## src/rtl/mem_access_pkg.sv

```systemverilog
// Shared widths, load/store op codes, reset values and FSM states for the MEM stage.
package mem_access_pkg;

  localparam int REG_BUS      = 32;
  localparam int REG_ADDR_BUS = 5;
  localparam int ALU_OP_BUS   = 8;

  localparam logic [ALU_OP_BUS-1:0] EXE_LB_OP  = 8'b1110_0000;
  localparam logic [ALU_OP_BUS-1:0] EXE_LBU_OP = 8'b1110_0100;
  localparam logic [ALU_OP_BUS-1:0] EXE_LH_OP  = 8'b1110_0001;
  localparam logic [ALU_OP_BUS-1:0] EXE_LHU_OP = 8'b1110_0101;
  localparam logic [ALU_OP_BUS-1:0] EXE_LW_OP  = 8'b1110_0011;
  localparam logic [ALU_OP_BUS-1:0] EXE_SB_OP  = 8'b1110_1000;
  localparam logic [ALU_OP_BUS-1:0] EXE_SH_OP  = 8'b1110_1001;
  localparam logic [ALU_OP_BUS-1:0] EXE_SW_OP  = 8'b1110_1011;

  localparam logic                    WRITE_DISABLE = 1'b0;
  localparam logic [REG_ADDR_BUS-1:0] NOP_REG_ADDR  = '0;
  localparam logic [REG_BUS-1:0]      ZERO_WORD     = '0;

  typedef enum logic [1:0] {
    ST_IDLE = 2'd0,
    ST_BUSY = 2'd1,
    ST_DONE = 2'd2
  } state_t;

endpackage

```

## src/rtl/mem_access_if.sv

```systemverilog
// Data-bus req/ack handshake between the MEM stage (master) and data memory (slave).
interface mem_access_if ();
  import mem_access_pkg::*;

  logic               req;
  logic               we;
  logic [REG_BUS-1:0] addr;
  logic [3:0]         sel;
  logic [REG_BUS-1:0] wdata;
  logic [REG_BUS-1:0] rdata;
  logic               ack;

  modport master (output req, we, addr, sel, wdata, input rdata, ack);
  modport slave  (input req, we, addr, sel, wdata, output rdata, ack);
endinterface

```

## src/rtl/mem_access_align.sv

```systemverilog
// Big-endian lane logic: byte enables, store replication, load extract and extend.
// With MEM_ALIGN_EXC_EN defined it also flags misaligned half/word accesses.
module mem_access_align import mem_access_pkg::*; (
  input  logic [ALU_OP_BUS-1:0] i_aluop,
  input  logic [1:0]            i_addr_lo,
  input  logic [REG_BUS-1:0]    i_reg2,
  input  logic [REG_BUS-1:0]    i_rdata,
  output logic                  o_is_mem,
  output logic                  o_is_store,
`ifdef MEM_ALIGN_EXC_EN
  output logic                  o_misaligned,
`endif
  output logic [3:0]            o_sel,
  output logic [REG_BUS-1:0]    o_store_data,
  output logic [REG_BUS-1:0]    o_load_data
);

  logic [7:0]  w_rbyte [4];
  logic [7:0]  w_byte;
  logic [15:0] w_half;
  logic        w_mis;

  // Lane 0 is the most significant byte (address offset 0 in big-endian order)
  genvar gi;
  generate
    for (gi = 0; gi < 4; gi++) begin : g_lane
      assign w_rbyte[gi] = i_rdata[8*(3-gi) +: 8];
    end
  endgenerate

  assign w_byte = w_rbyte[i_addr_lo];
  assign w_half = i_addr_lo[1] ? i_rdata[15:0] : i_rdata[31:16];

  always_comb begin
    o_is_mem     = 1'b0;
    o_is_store   = 1'b0;
    w_mis        = 1'b0;
    o_sel        = 4'b0000;
    o_store_data = ZERO_WORD;
    o_load_data  = ZERO_WORD;
    case (i_aluop)
      EXE_LB_OP, EXE_LBU_OP: begin
        o_is_mem    = 1'b1;
        o_sel       = 4'b1000 >> i_addr_lo;
        o_load_data = {{24{w_byte[7] & (i_aluop == EXE_LB_OP)}}, w_byte};
      end
      EXE_LH_OP, EXE_LHU_OP: begin
        o_is_mem    = 1'b1;
        w_mis       = i_addr_lo[0];
        o_sel       = i_addr_lo[1] ? 4'b0011 : 4'b1100;
        o_load_data = {{16{w_half[15] & (i_aluop == EXE_LH_OP)}}, w_half};
      end
      EXE_LW_OP: begin
        o_is_mem    = 1'b1;
        w_mis       = |i_addr_lo;
        o_sel       = 4'b1111;
        o_load_data = i_rdata;
      end
      EXE_SB_OP: begin
        o_is_mem     = 1'b1;
        o_is_store   = 1'b1;
        o_sel        = 4'b1000 >> i_addr_lo;
        o_store_data = {4{i_reg2[7:0]}};
      end
      EXE_SH_OP: begin
        o_is_mem     = 1'b1;
        o_is_store   = 1'b1;
        w_mis        = i_addr_lo[0];
        o_sel        = i_addr_lo[1] ? 4'b0011 : 4'b1100;
        o_store_data = {2{i_reg2[15:0]}};
      end
      EXE_SW_OP: begin
        o_is_mem     = 1'b1;
        o_is_store   = 1'b1;
        w_mis        = |i_addr_lo;
        o_sel        = 4'b1111;
        o_store_data = i_reg2;
      end
      default: ;
    endcase
  end

`ifdef MEM_ALIGN_EXC_EN
  assign o_misaligned = w_mis;
`else
  // Misaligned half/word accesses are simply truncated to their natural boundary
  logic w_unused_mis;
  assign w_unused_mis = w_mis;
`endif

endmodule

```

## src/rtl/mem_access.sv

```systemverilog
// MEM pipeline stage: ALU passthrough plus a stalling req/ack data-bus access for loads/stores.
// Optional MEM_ALIGN_EXC_EN adds misaligned-address exception outputs instead of truncation.
module mem_access import mem_access_pkg::*; (
  input  logic                    clk,
  input  logic                    rst,
  input  logic [REG_ADDR_BUS-1:0] i_wd,
  input  logic                    i_wreg,
  input  logic [REG_BUS-1:0]      i_wdata,
  input  logic [ALU_OP_BUS-1:0]   i_aluop,
  input  logic [REG_BUS-1:0]      i_mem_addr,
  input  logic [REG_BUS-1:0]      i_reg2,
  output logic [REG_ADDR_BUS-1:0] o_wd,
  output logic                    o_wreg,
  output logic [REG_BUS-1:0]      o_wdata,
  output logic                    o_stall_req,
`ifdef MEM_ALIGN_EXC_EN
  output logic                    o_excp_adel,
  output logic                    o_excp_ades,
`endif
  mem_access_if.master            dbus
);

  state_t             r_state;
  logic [REG_BUS-1:0] r_rdata;

  logic               w_is_mem;
  logic               w_is_store;
  logic               w_misaligned;
  logic               w_access;
  logic [3:0]         w_sel;
  logic [REG_BUS-1:0] w_store_data;
  logic [REG_BUS-1:0] w_load_data;

  mem_access_align u_align (
    .i_aluop      (i_aluop),
    .i_addr_lo    (i_mem_addr[1:0]),
    .i_reg2       (i_reg2),
    .i_rdata      (r_rdata),
    .o_is_mem     (w_is_mem),
    .o_is_store   (w_is_store),
`ifdef MEM_ALIGN_EXC_EN
    .o_misaligned (w_misaligned),
`endif
    .o_sel        (w_sel),
    .o_store_data (w_store_data),
    .o_load_data  (w_load_data)
  );

`ifdef MEM_ALIGN_EXC_EN
  assign o_excp_adel = ~rst & w_is_mem & ~w_is_store & w_misaligned;
  assign o_excp_ades = ~rst & w_is_mem &  w_is_store & w_misaligned;
`else
  assign w_misaligned = 1'b0;
`endif

  assign w_access = w_is_mem & ~w_misaligned;

  always_ff @(posedge clk) begin
    if (rst) begin
      r_state <= ST_IDLE;
      r_rdata <= ZERO_WORD;
    end else begin
      case (r_state)
        ST_IDLE: begin
          if (w_access) begin
            if (dbus.ack) begin
              r_state <= ST_DONE;
              r_rdata <= dbus.rdata;
            end else begin
              r_state <= ST_BUSY;
            end
          end
        end
        ST_BUSY: begin
          if (dbus.ack) begin
            r_state <= ST_DONE;
            r_rdata <= dbus.rdata;
          end
        end
        default: r_state <= ST_IDLE;
      endcase
    end
  end

  // Reset gates every output combinationally so a request in flight drops immediately
  always_comb begin
    o_wd        = NOP_REG_ADDR;
    o_wreg      = WRITE_DISABLE;
    o_wdata     = ZERO_WORD;
    o_stall_req = 1'b0;
    dbus.req    = 1'b0;
    dbus.we     = 1'b0;
    dbus.addr   = ZERO_WORD;
    dbus.sel    = 4'b0000;
    dbus.wdata  = ZERO_WORD;
    if (!rst) begin
      o_wd    = i_wd;
      o_wreg  = i_wreg;
      o_wdata = i_wdata;
      if (w_access) begin
        dbus.req    = (r_state != ST_DONE);
        dbus.we     = w_is_store;
        dbus.addr   = {i_mem_addr[REG_BUS-1:2], 2'b00};
        dbus.sel    = w_sel;
        dbus.wdata  = w_store_data;
        o_stall_req = (r_state != ST_DONE);
        if (w_is_store) begin
          o_wreg = WRITE_DISABLE;
        end else begin
          o_wreg  = i_wreg & (r_state == ST_DONE);
          o_wdata = w_load_data;
        end
      end else if (w_is_mem) begin
        o_wreg = WRITE_DISABLE;
      end
    end
  end

endmodule

```

## src/flat_wrapper.sv

```systemverilog
// flat-port wrapper written by rule: the top's interface ports become plain ports
module mem_access_flat import mem_access_pkg::*;
  (clk, rst, i_wd, i_wreg, i_wdata, i_aluop, i_mem_addr, i_reg2, o_wd, o_wreg, o_wdata, o_stall_req, dbus_req, dbus_we, dbus_addr, dbus_sel, dbus_wdata, dbus_rdata, dbus_ack);
  mem_access_if dbus_i ();
  input  logic clk;
  input  logic rst;
  input  logic [REG_ADDR_BUS-1:0] i_wd;
  input  logic i_wreg;
  input  logic [REG_BUS-1:0] i_wdata;
  input  logic [ALU_OP_BUS-1:0] i_aluop;
  input  logic [REG_BUS-1:0] i_mem_addr;
  input  logic [REG_BUS-1:0] i_reg2;
  output logic [REG_ADDR_BUS-1:0] o_wd;
  output logic o_wreg;
  output logic [REG_BUS-1:0] o_wdata;
  output logic o_stall_req;
  output wire logic [$bits(dbus_i.req)-1:0] dbus_req;
  output wire logic [$bits(dbus_i.we)-1:0] dbus_we;
  output wire logic [$bits(dbus_i.addr)-1:0] dbus_addr;
  output wire logic [$bits(dbus_i.sel)-1:0] dbus_sel;
  output wire logic [$bits(dbus_i.wdata)-1:0] dbus_wdata;
  input wire logic [$bits(dbus_i.rdata)-1:0] dbus_rdata;
  input wire logic [$bits(dbus_i.ack)-1:0] dbus_ack;
  assign dbus_req = dbus_i.req;
  assign dbus_we = dbus_i.we;
  assign dbus_addr = dbus_i.addr;
  assign dbus_sel = dbus_i.sel;
  assign dbus_wdata = dbus_i.wdata;
  assign dbus_i.rdata = dbus_rdata;
  assign dbus_i.ack = dbus_ack;
  mem_access u_core (.clk(clk), .rst(rst), .i_wd(i_wd), .i_wreg(i_wreg), .i_wdata(i_wdata), .i_aluop(i_aluop), .i_mem_addr(i_mem_addr), .i_reg2(i_reg2), .o_wd(o_wd), .o_wreg(o_wreg), .o_wdata(o_wdata), .o_stall_req(o_stall_req), .dbus(dbus_i));
endmodule
```

## config.mk

```make
export PLATFORM = sky130hd
export DESIGN_NAME = mem_access_flat
export DESIGN_NICKNAME = d
export VERILOG_FILES = /design/src/rtl/mem_access_pkg.sv /design/src/rtl/mem_access_if.sv /design/src/rtl/mem_access_align.sv /design/src/rtl/mem_access.sv /design/src/flat_wrapper.sv
export SDC_FILE = /design/constraint.sdc
export NUM_CORES = 1
export LEC_CHECK = 0
export BUFFER_PORTS_ARGS = -buffer_cell sky130_fd_sc_hd__buf_2
export CAP_MARGIN = 20
export CORE_AREA = 5 5 96 98
export DETAILED_ROUTE_END_ITERATION = 12
export DIE_AREA = 0 0 101 103
export GPL_ROUTABILITY_DRIVEN = 0
export GPL_TIMING_DRIVEN = 0
export PLACE_DENSITY = 0.89
export RECOVER_POWER = 25
export SETUP_SLACK_MARGIN = 0.1
export SYNTH_ARGS = -nofsm -noshare
export SYNTH_HDL_FRONTEND = slang
export SYNTH_SLANG_ARGS = --single-unit
```

## constraint.sdc

```tcl
create_clock -name clk -period 4.66 [get_ports clk]
set_input_delay 0.932 -clock clk [delete_from_list [all_inputs] [get_ports clk]]
set_output_delay 0.932 -clock clk [all_outputs]
set_load 0.01 [all_outputs]
```

# Yosys cells after proc, flatten, opt, wreduce, memory -nomap -nowiden
# Index checks and enable logic that the tools add are counted.
[op_classes]
magnitude_cmp = 1
n_eq_ne = 13
shifts = 1
n_mux = 34
bitwise_logic = 4
n_reduce_logical = 11
[ops]
columns = ["operator", "n"]
rows = [
  ["two-way mux 32 bit", 9],
  ["case mux 32 bit (3 select lines)", 2],
  ["equality test 8 bit (second input constant)", 8],
  ["case mux 32 bit (2 select lines)", 1],
  ["binary-select mux 8 bit (select 2 bit)", 1],
  ["two-way mux 16 bit", 1],
  ["two-way mux 8 bit", 2],
  ["two-way mux 4 bit", 3],
  ["case mux 4 bit (3 select lines)", 1],
  ["two-way mux 1 bit", 9],
  ["OR reduction 3 bit", 3],
  ["OR reduction 8 bit", 1],
  ["two-way mux 2 bit", 3],
  ["inequality test 2 bit (second input constant)", 3],
  ["OR reduction 2 bit", 3],
  ["two-way mux 5 bit", 1],
  ["case mux 2 bit (2 select lines)", 1],
  ["AND reduction 2 bit", 2],
  ["right shift 4 x 2 -> 4 bit (first input constant)", 1],
  ["AND 1 bit", 3],
  [">= comparator 3 bit (second input constant)", 1],
  ["inverter 2 -> 3 bit", 1],
  ["equality test 2 x 1 -> 1 bit (second input constant)", 1],
  ["equality test 2 bit (second input constant)", 1],
  ["other kinds (2)", 2],
]
[totals]
reg_bits = 34
in_bits = 145
out_inout_bits = 109
word_cells = 66

# Logic depth before layout (Yosys ltp)
# Gate-level depths: netlist (run 1).
[depth]
word_depth = 9
ltp_mapped = 6
ltp_nobuf = 4

# Hierarchy
# A second synthesis (run 1) with hierarchy kept.
[unflattened]
hier_cells = 517
area_unflattened_um2 = 4036.4
[modules_own_cells]
columns = ["module", "instances", "cells_per_inst", "area_each_um2", "seq_area_each_um2"]
rows = [
  ["mem_access", 1, 343, 2581.2, 680.7],
  ["mem_access_align", 1, 174, 1455.1, 0.0],
]

# Worst setup path before layout (run 1)
# OpenSTA, ideal clock, no wires.
[synth_timing]
path_kind = "input to output"
from = "in i_aluop[4]"
to = "out o_wdata[30]"
arrival_ns = 2.268
required_ns = 3.728
setup_slack_ns = 1.460
cell_stages = 6
path_buffers = 2
path_cell_list = "nand4b_1 buf_2 a211oi_4 nor2_2 buf_2 a221o_1"
[synth_via]
elab_chain_len = 6
elab_cells_between_ends = 20
cone_classes = "eq/ne (8); mux (6); bitwise (2); reduce/logical (4)"
[synth_lines]
columns = ["item", "line", "rtl"]
rows = [
  ["start, declared", "flat_wrapper.sv:10", "input logic [ALU_OP_BUS-1:0] i_aluop;"],
  ["equality test 8 bit (on tied branches)", "mem_access_align.sv:41, mem_access_align.sv:51, mem_access_align.sv:45", ""],
  ["AND 1 bit, or another cell as far along", "mem_access_align.sv:51", "o_load_data = {{16{w_half[15] & (i_aluop == EXE_LH_OP)}}, w_half};"],
  ["case mux 32 bit (3 select lines) / two-way mux 1 bit (equally long branches)", "mem_access_align.sv:41", "case (i_aluop)"],
  ["two-way mux 32 bit", "mem_access.sv:107", "if (w_is_store) begin"],
  ["two-way mux 32 bit *", "mem_access.sv:100", "if (w_access) begin"],
  ["two-way mux 32 bit *", "mem_access.sv:96", "if (!rst) begin"],
  ["end, declared", "flat_wrapper.sv:15", "output logic [REG_BUS-1:0] o_wdata;"],
]
# Every way passes the cells marked *; elsewhere a longest branch is shown, timed or not.

# Worst setup path in the final report (run 1)
[layout_timing]
from = "in i_aluop[4]"
to = "out o_wdata[26]"
# The elaborated chain is that of the path after synthesis.

==> results list, run 1 <==
- Post-synthesis instance area: 3240 um^2
- The synthesized design contains 34 register bits.
- Start point of the critical path: i_aluop[4]
- The cell sitting at the root of the clock tree is a clkbuf_8.
- Among all flip-flop cells after synthesis, the most frequent one is dfxtp_1.
- For this run, design rule violations remaining after detail routing come to 0.
* Sink count of the clock tree: 34
- Counting flops with a built-in enable in the synthesized netlist gives 0.
- Total CTS buffers: 5
- Summed over all cells, the static leakage comes to 2.23 nW.
- Detailed placement finished with a half-perimeter wire length of 11200 um.
* Area added between synthesis and finish: 46.1%
- Counting cells, the worst reg-to-reg path comes to 4.
- Data arrival time of the worst path: 2.79 ns
- After clock tree synthesis, the clock-pin slew on the worst setup and hold paths is 0.07 ns.
- Worst setup skew after layout: 0.00554 ns
- Cell family with most CP delay: compound AO/OA/AOI/OAI gates
* Worst supply voltage drop on vdd: around 0.00015 V
- During I/O placement, the number of pins put on the boundary was 254.
- TritonCTS built the clock tree.
- Dividing the detail-routed wire length by the instance count gives 16.8 um.
- Via-to-Cell Ratio: ~5.5
- Net total in the final layout: 857
- The floorplan has 34 rows.
* Max Cap Violations: 0
- The number of global-route vias before repair came to 4103.
* Number of buffers added to fix hold violations after cts: 0
- CP endpoint kind: output pin
- Tot GR Track Use: 0.239
- The critical path in this run is classified as in -> out.
* Number of standard cells after synthesis: about 450
* Fraction of the yosys area taken by sequential cells: 0.210
- At the pin with the least slew margin, the transition time is just under 0.8 ns.
- After clock tree synthesis, the setup repair step added 0 buffers.
* R2r setup slk: 3.07 ns
* Die height: 103 um
- The flow ran to the end, and the final reports show no timing, DRC or antenna violations.
- The die covers 10400 um^2.
- Counting along the longest clock path gives a buffer depth of 2.
- The number of different library cells used by synthesis comes to 48.
- The cell that appears most often on the critical path is buf_2.
* Clock latency reported for the late side of the worst-skew pair: 0.29 ns
- The number of hold violations in the final report is 0.
- The first routing iteration left 355 violations.
- The number of antenna violations at the first check in global routing was 1.
- Final Critical Period: about 3.7 ns
- Overall Power: ~0.00074 W
* Initial core utilization: 0.386
- Required time of the critical path: 3.73 ns
* Area inside the core boundary: 8380 um^2
* Residual antenna-violating net count after detailed routing: 0
- For this design, the slowest cell found on the critical path is a211oi_4.
- 1st-pass router iterations: 5
- A synthesized cell averages 7.16 um^2.
- STA classifies the critical path startpoint as a primary input.
* Capture instance of the worst register-to-register path: u_core.r_rdata[28]$_SDFFE_PP0P_
* Cell chain of the critical path: buf_2 > nand4b_1 > buf_2 > a211oi_4 > nor2_2 > buf_2 > a221o_1 > buf_2
* Global-route wire length before repair: around 20000 um
* Final period utilization: 0.800
* Overflow left after global routing: 0
- In this run the worst setup path terminates at o_wdata[26].
- Final wirelength: approximately 14000 um
- Core utilization of the finished layout: 0.564
- Setup repair after global routing left no endpoint under its margin.
- Final number of setup-violating endpoints: 0
- Largest incremental delay on the critical path: 0.41 ns
- Via count of the routed design: ~4500
* CP Depth: 8
- The number of buffers and inverters on the critical path is 4.
- Worst min-delay path category: reg -> reg
* Crit Reg-Reg Startpoint: u_core.r_state[0]$_SDFFE_PP0P_
- Entering global routing, the biggest net connects 12 pins.
* Worst max-slew margin expressed relative to the limit: 0.481
- For this run, the number of Yosys warnings is 0.
- The number of max-slew violations in the final report came to 0.
* Crit-path max FO: 10
- Gates resized, CTS repair: 0
- For the final routed database, the setup TNS stands at 0 ns.
* Share of layout cells above drive strength 1: 0.436
- Input/output buffers: 251
- For this run, the top clock speed supported by timing is 268 MHz.
- Horizontal die dimension: 101 um
* Async set-or-reset flop fraction in the synthesized netlist: 0
* Pwr per Cell Area: 156 nW/um^2
* Number of H-tree levels: 2
[cell usage after synthesis (all sizes together) (9+ instances only)]
master   n  share of area
a21oi   69           0.11
o21ai   40          0.063
and2    39          0.075
nand3   36          0.056
dfxtp   34           0.21
nand2   30          0.035
clkbuf  28          0.032
nor2    28          0.034
mux2    23          0.080
buf     18          0.031
a221o   15          0.046
nand2b  11          0.021
nor2b   11          0.021
a211o   10          0.027
o211ai   9          0.021
[worst min path at each step]
stage | start | endpoint | slack, ns | cells past startpoint
6_report | u_core.r_state[1]$_SDFFE_PP0P_ | u_core.r_state[1]$_SDFFE_PP0P_ | 0.49 | 1
5_1_grt | u_core.r_rdata[11]$_SDFFE_PP0P_ | u_core.r_rdata[11]$_SDFFE_PP0P_ | 0.52 | 2
4_1_cts | u_core.r_state[1]$_SDFFE_PP0P_ | u_core.r_state[1]$_SDFFE_PP0P_ | 0.49 | 1
3_5_place_dp | u_core.r_state[1]$_SDFFE_PP0P_ | u_core.r_state[1]$_SDFFE_PP0P_ | 0.48 | 1
3_3_place_gp | u_core.r_state[1]$_SDFFE_PP0P_ | u_core.r_state[1]$_SDFFE_PP0P_ | 0.48 | 1
2_1_floorplan | u_core.r_state[1]$_SDFFE_PP0P_ | u_core.r_state[0]$_SDFFE_PP0P_ | 0.45 | 1
[logic make-up (layout without fill, tap and decap cells)]
family,count (synthesis),after routing,share of synthesized area
AO/OA/AOI/OAI,169,169,0.341
buffers and inverters,50,310,0.0677
flip-flops,34,34,0.210
multiplexers,24,24,0.0870
other,1,3,0.00116
AND/OR/NAND/NOR,174,174,0.293
[where the power goes]
group / leakage, nW / internal, W / total (W) / switching (W)
Sequential: 0.274 / 0.000293 / 0.000296 / 0.00000313
Clock: 0.0472 / 0.000119 / 0.000230 / 0.000112
Combinational: 1.91 / 0.0000984 / 0.000211 / 0.000113
Total: 2.23 / 0.000510 / 0.000738 / 0.000228
[cell type report]
| cell class | count | area (um^2) |
|---|---|---|
| Sequential cell | 34 | 681 |
| Clock inverter | 2 | 12.5 |
| Inverter | 4 | 15.0 |
| Multi-Input combinational cell | 369 | 2330 |
| Fill cell | 838 | 3650 |
| Timing Repair Buffer | 252 | 1260 |
| Tap cell | 108 | 135 |
| Antenna cell | 1 | 2.50 |
| Clock buffer | 6 | 82.6 |
| Buffer | 46 | 203 |
[layer usage]
metal | share of wire | vias to the layer above | global-route usage
li1 | - | 2180 | -
met1 | 0.40 | 2064 | 0.307
met2 | 0.49 | 218 | 0.408
met3 | 0.089 | 27 | 0.0447
met4 | 0.016 | 2 | 0.0726
met5 | 0.00080 | - | 0
[state kept, by name, summed over array words and instances (netlist names)]
register        flops
u_core.r_rdata     32
u_core.r_state      2
[layout by cell type, fill, tap and decap left out, drive strengths merged, types with 2 or more instances in the layout]
master | netlist | routed
buf | 18 | 269
a21oi | 69 | 69
o21ai | 40 | 40
and2 | 39 | 39
nand3 | 36 | 36
clkbuf | 28 | 35
dfxtp | 34 | 34
nand2 | 30 | 30
nor2 | 28 | 28
mux2 | 23 | 23
a221o | 15 | 15
nand2b | 11 | 11
nor2b | 11 | 11
a211o | 10 | 10
o211ai | 9 | 9
a221oi | 7 | 7
a22oi | 7 | 7
nor3 | 6 | 6
o2111ai | 4 | 4
nor4 | 4 | 4
a211oi | 3 | 3
clkinv | 2 | 3
inv | 2 | 2
or3 | 2 | 2
conb | 1 | 2
[through the flow]
step	area (um^2)	cells	worst slack, ns	hold slack, ns
after floorplan	3240	453	1.46	0.449
after global placement	4630	812	0.774	0.477
after detailed placement	4640	813	0.954	0.481
after CTS	4730	821	0.948	0.492
after global routing	4730	821	0.795	0.523
final	4730	822	0.934	0.491
Power figures use the tool's default switching activity.
==> run 2: changes to the inputs <==
==> constraint.sdc (replaced) <==
create_clock -name clk -period 3.5 [get_ports clk]
set_input_delay 0.7 -clock clk [delete_from_list [all_inputs] [get_ports clk]]
set_output_delay 0.7 -clock clk [all_outputs]
set_load 0.01 [all_outputs]
==> run 2 against run 1 <==
Against the previous run:
- non-clock buffer count unchanged
- highest routed layer unchanged
- first-iteration DRC count down 8.7%
- via count is 0.13% higher
- critical path depth is the same
- register-to-register slack got worse by 1.2 ns
- sequential share of layout area about the same
- clock skew rose by 0.00076 ns
- utilization about the same
- flip-flop and latch count unchanged
- clock power rose by 33%
- global-route usage is the same
- critical path type unchanged
==> results list, run 2 (synthesis gave the netlist of run 1 again) <==
- Run status: complete, no violations
- R2r setup slk: 1.92 ns (-1.15 ns)
- Initial antenna violation count: 1 (unchanged)
* Total CTS buffers: 5 (unchanged)
* Start point of the critical path: rst
- The number of gates resized after CTS was 0 (unchanged).
* Number of cells in the design after placement: 813 (unchanged)
* Pwr per Cell Area: 208 nW/um^2 (+33%)
- The final number of setup-violating endpoints is 0 (unchanged).
- The global-route met1 utilization was 0.307 (unchanged).
- The number of hold violations in the final report is 0 (unchanged).
* Worst max-slew margin expressed relative to the limit: 0.463 (-0.0179)
- Die height: 103 um (unchanged)
- Setup repair after global routing left no endpoint under its margin.
* Capture instance of the worst register-to-register path: u_core.r_rdata[28]$_SDFFE_PP0P_
- The antenna diode count was 0 (-1).
- The number of rows in the core area came to 34 (unchanged).
- IO Count: 254 (unchanged)
- Combined flip-flop and latch cell area: 681 um^2 (unchanged)
* Final period utilization: 0.929
* DRC violation count after routing: 0 (unchanged)
* Input/output buffers: 251 (unchanged)
* Required time of the critical path: 2.80 ns (-0.93 ns)
* Initial core utilization: 0.386 (unchanged)
* Worst setup skew after layout: 0.00630 ns (+0.000761 ns)
* Cell chain of the critical path: buf_2 > buf_2 > clkinv_1 > nand4_1 > clkbuf_1 > nor2_1 > buf_4 > buf_2
- Crit Reg-Reg Startpoint: u_core.r_state[0]$_SDFFE_PP0P_
- The maximum buffer depth of the clock tree is 2 (unchanged).
* Clk root buf: clkbuf_8
- The width of the die came to 101 um (unchanged).
- Overflow left after global routing: 0 (unchanged)
* Slowest stage cell on the critical path: clkbuf_1
- The share of post-route cells with drive strength above 1 is 0.436 (unchanged).
- Counting flops per register, the top entry is u_core.r_rdata.
- The remaining antenna violation count is 0 (unchanged).
* Number of buffers added to fix hold violations after cts: 0 (unchanged)
* Area inside the core boundary: 8380 um^2 (unchanged)
* Highest achievable clock rate: just over 300 MHz
* Vias in the first global route: 4103 (unchanged)
* Data arrival time of the worst path: 2.55 ns (-0.24 ns)
* Count of pins over their slew limit: 0 (unchanged)
* Via count of the routed design: 4497 (+0.13%)
- After global routing, the most crowded layer is met2.
- Global-route wire length before repair: 19800 um (unchanged)
- Clock edge transition at the registers on the reported setup and hold paths: 0.07 ns (about the same)
- The total detailed-routing wirelength came to 13800 um (+0.48%).
- Most prevalent standard cell on the critical path: buf_2
- Largest incremental delay on the critical path: 0.45 ns (+0.04 ns)
* Setup TNS: 0 ns (unchanged)
* Terminating pin of the worst hold path: u_core.r_state[1]$_SDFFE_PP0P_
- The routed via count divided by cell count came to 5.48 (+0.26%).
- The H-tree depth reported by CTS is 2 (unchanged).
* Max FFs per register: 32 (unchanged)
- Actual transition at the worst max-transition pin: 0.799 ns (+0.0272 ns)
* Area added between synthesis and finish: 46.1% (about the same)
* Average routed wire per standard cell: 16.9 um (+0.60%)
- The iteration-0 DRC count of the detailed router was 324 (-8.7%).
- Register-to-Register Path Depth: 4 (unchanged)
- Net total in the final layout: 857 (unchanged)
- Standby leakage power: 2.23 nW (about the same)
* Tot GR Track Use: 0.239 (unchanged)
* CTS tree: done
* Number of setup buffers added after CTS: 0 (unchanged)
* Worst min-delay path category: reg -> reg
* Max Cap Violations: 0 (unchanged)
- The peak ir drop on the vdd network was 0.000198 V (+33%).
* HPWL Detailed: 11200 um (unchanged)
- The met3 track demand over resource was 0.0447 (unchanged).
* Launch instance of the worst min-delay path: u_core.r_state[1]$_SDFFE_PP0P_
* Area used by multi-input combinational logic: 2330 um^2 (unchanged)
* Hold Crit Depth: 1 (unchanged)
- The filler cell count was 838 (unchanged).
- The insertion delay of the later-clocked pin in the worst-skew pair was 0.29 ns (about the same).
- The number of clock sinks was 34 (unchanged).
* Global Route met2 Usage: 0.408 (unchanged)
- In the layout the commonest cells are buf_2, a21oi_1, and2_1.
- The detailed-routing iteration count for the pre-antenna-repair pass came to 5 (unchanged).
* Fin cells: 821 (-0.12%)
- Final Critical Period: 3.25 ns
- The library cell used most frequently in the layout, excluding fill and tap cells, is buf_2.
- The worst setup path is captured at an output pin.
- The die area was 10400 um^2 (unchanged).
- The worst setup path is launched from a primary input.
- In the final layout, the registers with the most flip-flops are u_core.r_rdata x32, u_core.r_state x2.
- Largest net degree at the start of global routing: 12 (unchanged)
* Classification of the worst setup path: in -> out
- Crit-path max FO: 10 (unchanged)
-- run 2: critical path, delay by kind of cell --
kind,cells,cell delay [ns]
buf+inv,6,1.47
simple gates,2,0.39
-- run 2: routing by layer --
layer / share of wire / wire, um
met1: 0.41 / 5670
met2: 0.49 / 6810
met3: 0.083 / 1150
met5: 0.00079 / 11
met4: 0.015 / 209
-- run 2: per-stage QoR --
step | area [um^2] | util | total power, W | worst slack (ns) | hold slack [ns]
4_1_cts | 4730 | 0.565 | 0.000982 | 0.252 | 0.492
5_1_grt | 4730 | 0.564 | 0.00103 | 0.119 | 0.523
3_3_place_gp | 4630 | 0.553 | 0.000676 | 0.0784 | 0.477
6_report | 4730 | 0.564 | 0.000984 | 0.250 | 0.493
3_5_place_dp | 4640 | 0.553 | 0.000681 | 0.258 | 0.481
2_1_floorplan | 3240 | - | 0.000541 | 0.764 | 0.449
-- run 2: area by class of cell --
| class | instances | area share |
|---|---|---|
| Clock inverter | 2 | 0.00265 |
| Inverter | 4 | 0.00318 |
| Timing Repair Buffer | 252 | 0.267 |
| Clock buffer | 6 | 0.0175 |
| Tap cell | 108 | 0.0286 |
| Sequential cell | 34 | 0.144 |
| Buffer | 46 | 0.0429 |
| Multi-Input combinational cell | 369 | 0.494 |
-- run 2: worst max-delay path by stage --
stage,cells past startpoint,slack [ns],end
2_1_floorplan,6,0.76,o_wdata[30]
3_3_place_gp,7,0.08,dbus_wdata[15]
3_5_place_dp,8,0.26,o_wdata[26]
4_1_cts,8,0.25,o_wdata[26]
5_1_grt,7,0.12,o_wdata[6]
6_report,8,0.25,o_stall_req
-- run 2: report_power, final --
part	internal [W]	switching [W]	leakage, nW
Clock	0.000158	0.000149	0.0472
Sequential	0.000391	0.00000421	0.274
Combinational	0.000131	0.000151	1.91
==> run 3: changes to the inputs <==
--- a/config.mk
+++ b/config.mk
@@ -7,12 +7,13 @@
 export LEC_CHECK = 0
 export BUFFER_PORTS_ARGS = -buffer_cell sky130_fd_sc_hd__buf_2
 export CAP_MARGIN = 20
-export CORE_AREA = 5 5 96 98
+export CORE_AREA = 5 5 110 112
+export CTS_CLUSTER_SIZE = 40
 export DETAILED_ROUTE_END_ITERATION = 12
-export DIE_AREA = 0 0 101 103
+export DIE_AREA = 0 0 115 117
 export GPL_ROUTABILITY_DRIVEN = 0
 export GPL_TIMING_DRIVEN = 0
-export PLACE_DENSITY = 0.89
+export PLACE_DENSITY = 0.72
 export RECOVER_POWER = 25
 export SETUP_SLACK_MARGIN = 0.1
 export SYNTH_ARGS = -nofsm -noshare
==> run 3 against run 2 <==
Against the previous run:
- non-clock buffer count down 1
- hold slack worse by 0.0046 ns
- largest cell class unchanged
- flip-flop and latch count unchanged
- clock skew about the same
- utilization down 13 points
- setup slack worse by 0.036 ns
- die area up 29%
==> results list, run 3 (synthesis gave the netlist of run 1 again) <==
* Final period utilization: 0.939 (+0.0102)
- Worst setup skew after layout: 0.00613 ns (-0.000173 ns)
- Iteration-0 DRC Markers: 303 (-6.5%)
- The leakage power came to 2.26 nW (+1.1%).
* Pint: 0.000797 W (+17%)
- The register with the most flip-flops in the final layout is u_core.r_rdata.
* Clock latency reported for the late side of the worst-skew pair: 0.28 ns (about the same)
* Switching share of power: 0.277 (-0.0325)
* Via-to-Cell Ratio: 5.10 (-6.8%)
- Number of setup buffers added after CTS: 0 (unchanged)
- The initial cell density of the core was 0.291 (-0.0953).
- The delay of the slowest cell on the worst path was 0.66 ns (+0.21 ns).
- The standard cell core area came to 11100 um^2 (+33%).
- The max capacitance violation total is 0 (unchanged).
* Worst min-delay path category: reg -> reg
* Area added between synthesis and finish: 48.8%
* Slowest stage cell on the critical path: nor4_2
- Largest net degree at the start of global routing: 11 (-1)
* Final wirelength: 14300 um (+3.2%)
- CP endpoint kind: output pin
- The part of the power in combinational logic is 0.258 (-0.028).
- Highest achievable clock rate: 304 MHz (-1.1%)
* Overflow left after global routing: 0 (unchanged)
- The filler cell count is 1169 (+39%).
* Cell row count: 39 (+15%)
- Final Hold Violating Endpoints: 0 (unchanged)
- Leading cell type in the layout, fill and taps excluded: buf_2
* Via count of the routed design: 4354 (-3.2%)
* Net total in the final layout: 856 (-0.12%)
* Net switching power figure: 0.000305 W (+0.25%)
* Run status: complete, no violations
- # diodes: 0 (unchanged)
* CTS Buffer Depth: 2 (unchanged)
* Clk root buf: clkbuf_16
- Vias in the first global route: 3989 (-2.8%)
- The critical path goes through buf_2 > nand4b_1 > buf_2 > nor4_2 > a221oi_1 > a21oi_1 > buf_2.
- The CTS buffer count was 5 (unchanged).
* Worst supply voltage drop on vdd: 0.000183 V (-7.7%)
* Initial antenna violation count: 1 (unchanged)
- Share of layout cells above drive strength 1: 0.439 (+0.00325)
* Horizontal die dimension: 115 um (+14%)
- Part of the total power dissipated in sequential elements: 0.359 (-0.042)
- The worst setup path is of the in -> out kind.
- The count of port buffers added during placement was 251 (unchanged).
* Required time of the critical path: 2.80 ns (about the same)
* Data arrival time of the worst path: 2.59 ns (+0.04 ns)
- Setup TNS: 0 ns (unchanged)
* Crit-path max FO: 10 (unchanged)
- The H-tree depth reported by CTS came to 2 (unchanged).
* Core utilization of the finished layout: 0.433 (-0.131)
* Commonest cells after routing, fill and taps aside: buf_2, a21oi_1, o21ai_0, and2_1, nand3_1
* Most prevalent standard cell on the critical path: buf_2
- The y dimension of the die came to 117 um (+14%).
* Sink count of the clock tree: 34 (unchanged)
- In the final layout, the registers with the most flip-flops are u_core.r_rdata x32, u_core.r_state x2.
* Pwr per Cell Area: 229 nW/um^2 (+10%)
* HPWL Detailed: 11800 um (+6.0%)
- The first-pass GRT wire length was 20400 um (+2.8%).
* 1st-pass router iterations: 5 (unchanged)
* Final Critical Period: 3.29 ns (+0.0356 ns)
- The remaining antenna violation count came to 0 (unchanged).
* Final number of setup-violating endpoints: 0 (unchanged)
- The flip-flop count of the largest register after layout came to 32 (unchanged).
- The combined global-route utilization of all metal layers came to 0.192 (-0.0472).
* IO Count: 254 (unchanged)
* Count of pins over their slew limit: 0 (unchanged)
* Cell family with most CP delay: simple AND/OR/NAND/NOR gates
* CTS tree: done
- Dpl ws: 0.251 ns (-0.00711 ns)
- Clock edge transition at the registers on the reported setup and hold paths: 0.05 ns (-0.02 ns)
- The worst setup path is launched from a primary input.
- Floorplan die area: 13500 um^2 (+29%)
- The routed wire length per instance came to 16.8 um (-0.68%).
- The remaining max-slew budget at the tightest pin came to 0.465 (+0.00152).
- DRC violation count after routing: 0 (unchanged)
* Worst Setup Slack, final: 0.214 ns (-0.0356 ns)
- Unrepaired setup endpoints after global routing: false
* Relative contribution of the clock network to total power: 0.383 (+0.071)
- Critical path buffer and inverter count: 3 (-3)
- The pin slew with the least headroom to its limit came to 0.797 ns (-0.00227 ns).
## run 3: final cells by class
class / instances / area (um^2) / share of cell area
Multi-Input combinational cell: 369 / 2340 / 0.486
Buffer: 46 / 206 / 0.0429
Timing Repair Buffer: 251 / 1250 / 0.261
Tap cell: 143 / 179 / 0.0372
Inverter: 4 / 15.0 / 0.00312
Clock buffer: 6 / 139 / 0.0289
Sequential cell: 34 / 681 / 0.141
## run 3: timing repair
action	4_1_cts	5_1_grt
resized for setup	0	5
endpoints found under the setup margin	0	9
hold buffers	0	0
## run 3: power by group through the flow
stage	sequential (W)	combinational, W	clock [W]
floorplan	0.000402	0.000140	0
global placement	0.000403	0.000280	0
detailed placement	0.000404	0.000282	0
CTS	0.000396	0.000283	0.000427
global route	0.000396	0.000311	0.000445
finish	0.000396	0.000284	0.000421
## run 3: worst paths after layout
check                                 startpoint                              end  slack, ns  cells after the start
hold / removal    u_core.r_state[1]$_SDFFE_PP0P_   u_core.r_state[1]$_SDFFE_PP0P_       0.49                      1
setup reg to reg  u_core.r_state[0]$_SDFFE_PP0P_  u_core.r_rdata[24]$_SDFFE_PP0P_       1.97                      4
setup / recovery                      i_aluop[4]                       o_wdata[3]       0.21                      7
hold reg to reg   u_core.r_state[1]$_SDFFE_PP0P_   u_core.r_state[1]$_SDFFE_PP0P_       0.49                      1
## run 3: per-stage QoR
step / hold slack, ns / cells / instance area, um^2 / power, W
4_1_cts: 0.492 / 853 / 4810 / 0.00111
2_1_floorplan: 0.449 / 453 / 3240 / 0.000541
3_3_place_gp: 0.476 / 847 / 4670 / 0.000683
6_report: 0.489 / 853 / 4810 / 0.00110
3_5_place_dp: 0.484 / 847 / 4670 / 0.000685
5_1_grt: 0.512 / 853 / 4810 / 0.00115
## run 3: metal layers
metal | track usage | share of wire
met5 | 0 | 0.00077
met1 | 0.261 | 0.43
met3 | 0.0463 | 0.081
met2 | 0.303 | 0.47
met4 | 0.0556 | 0.017
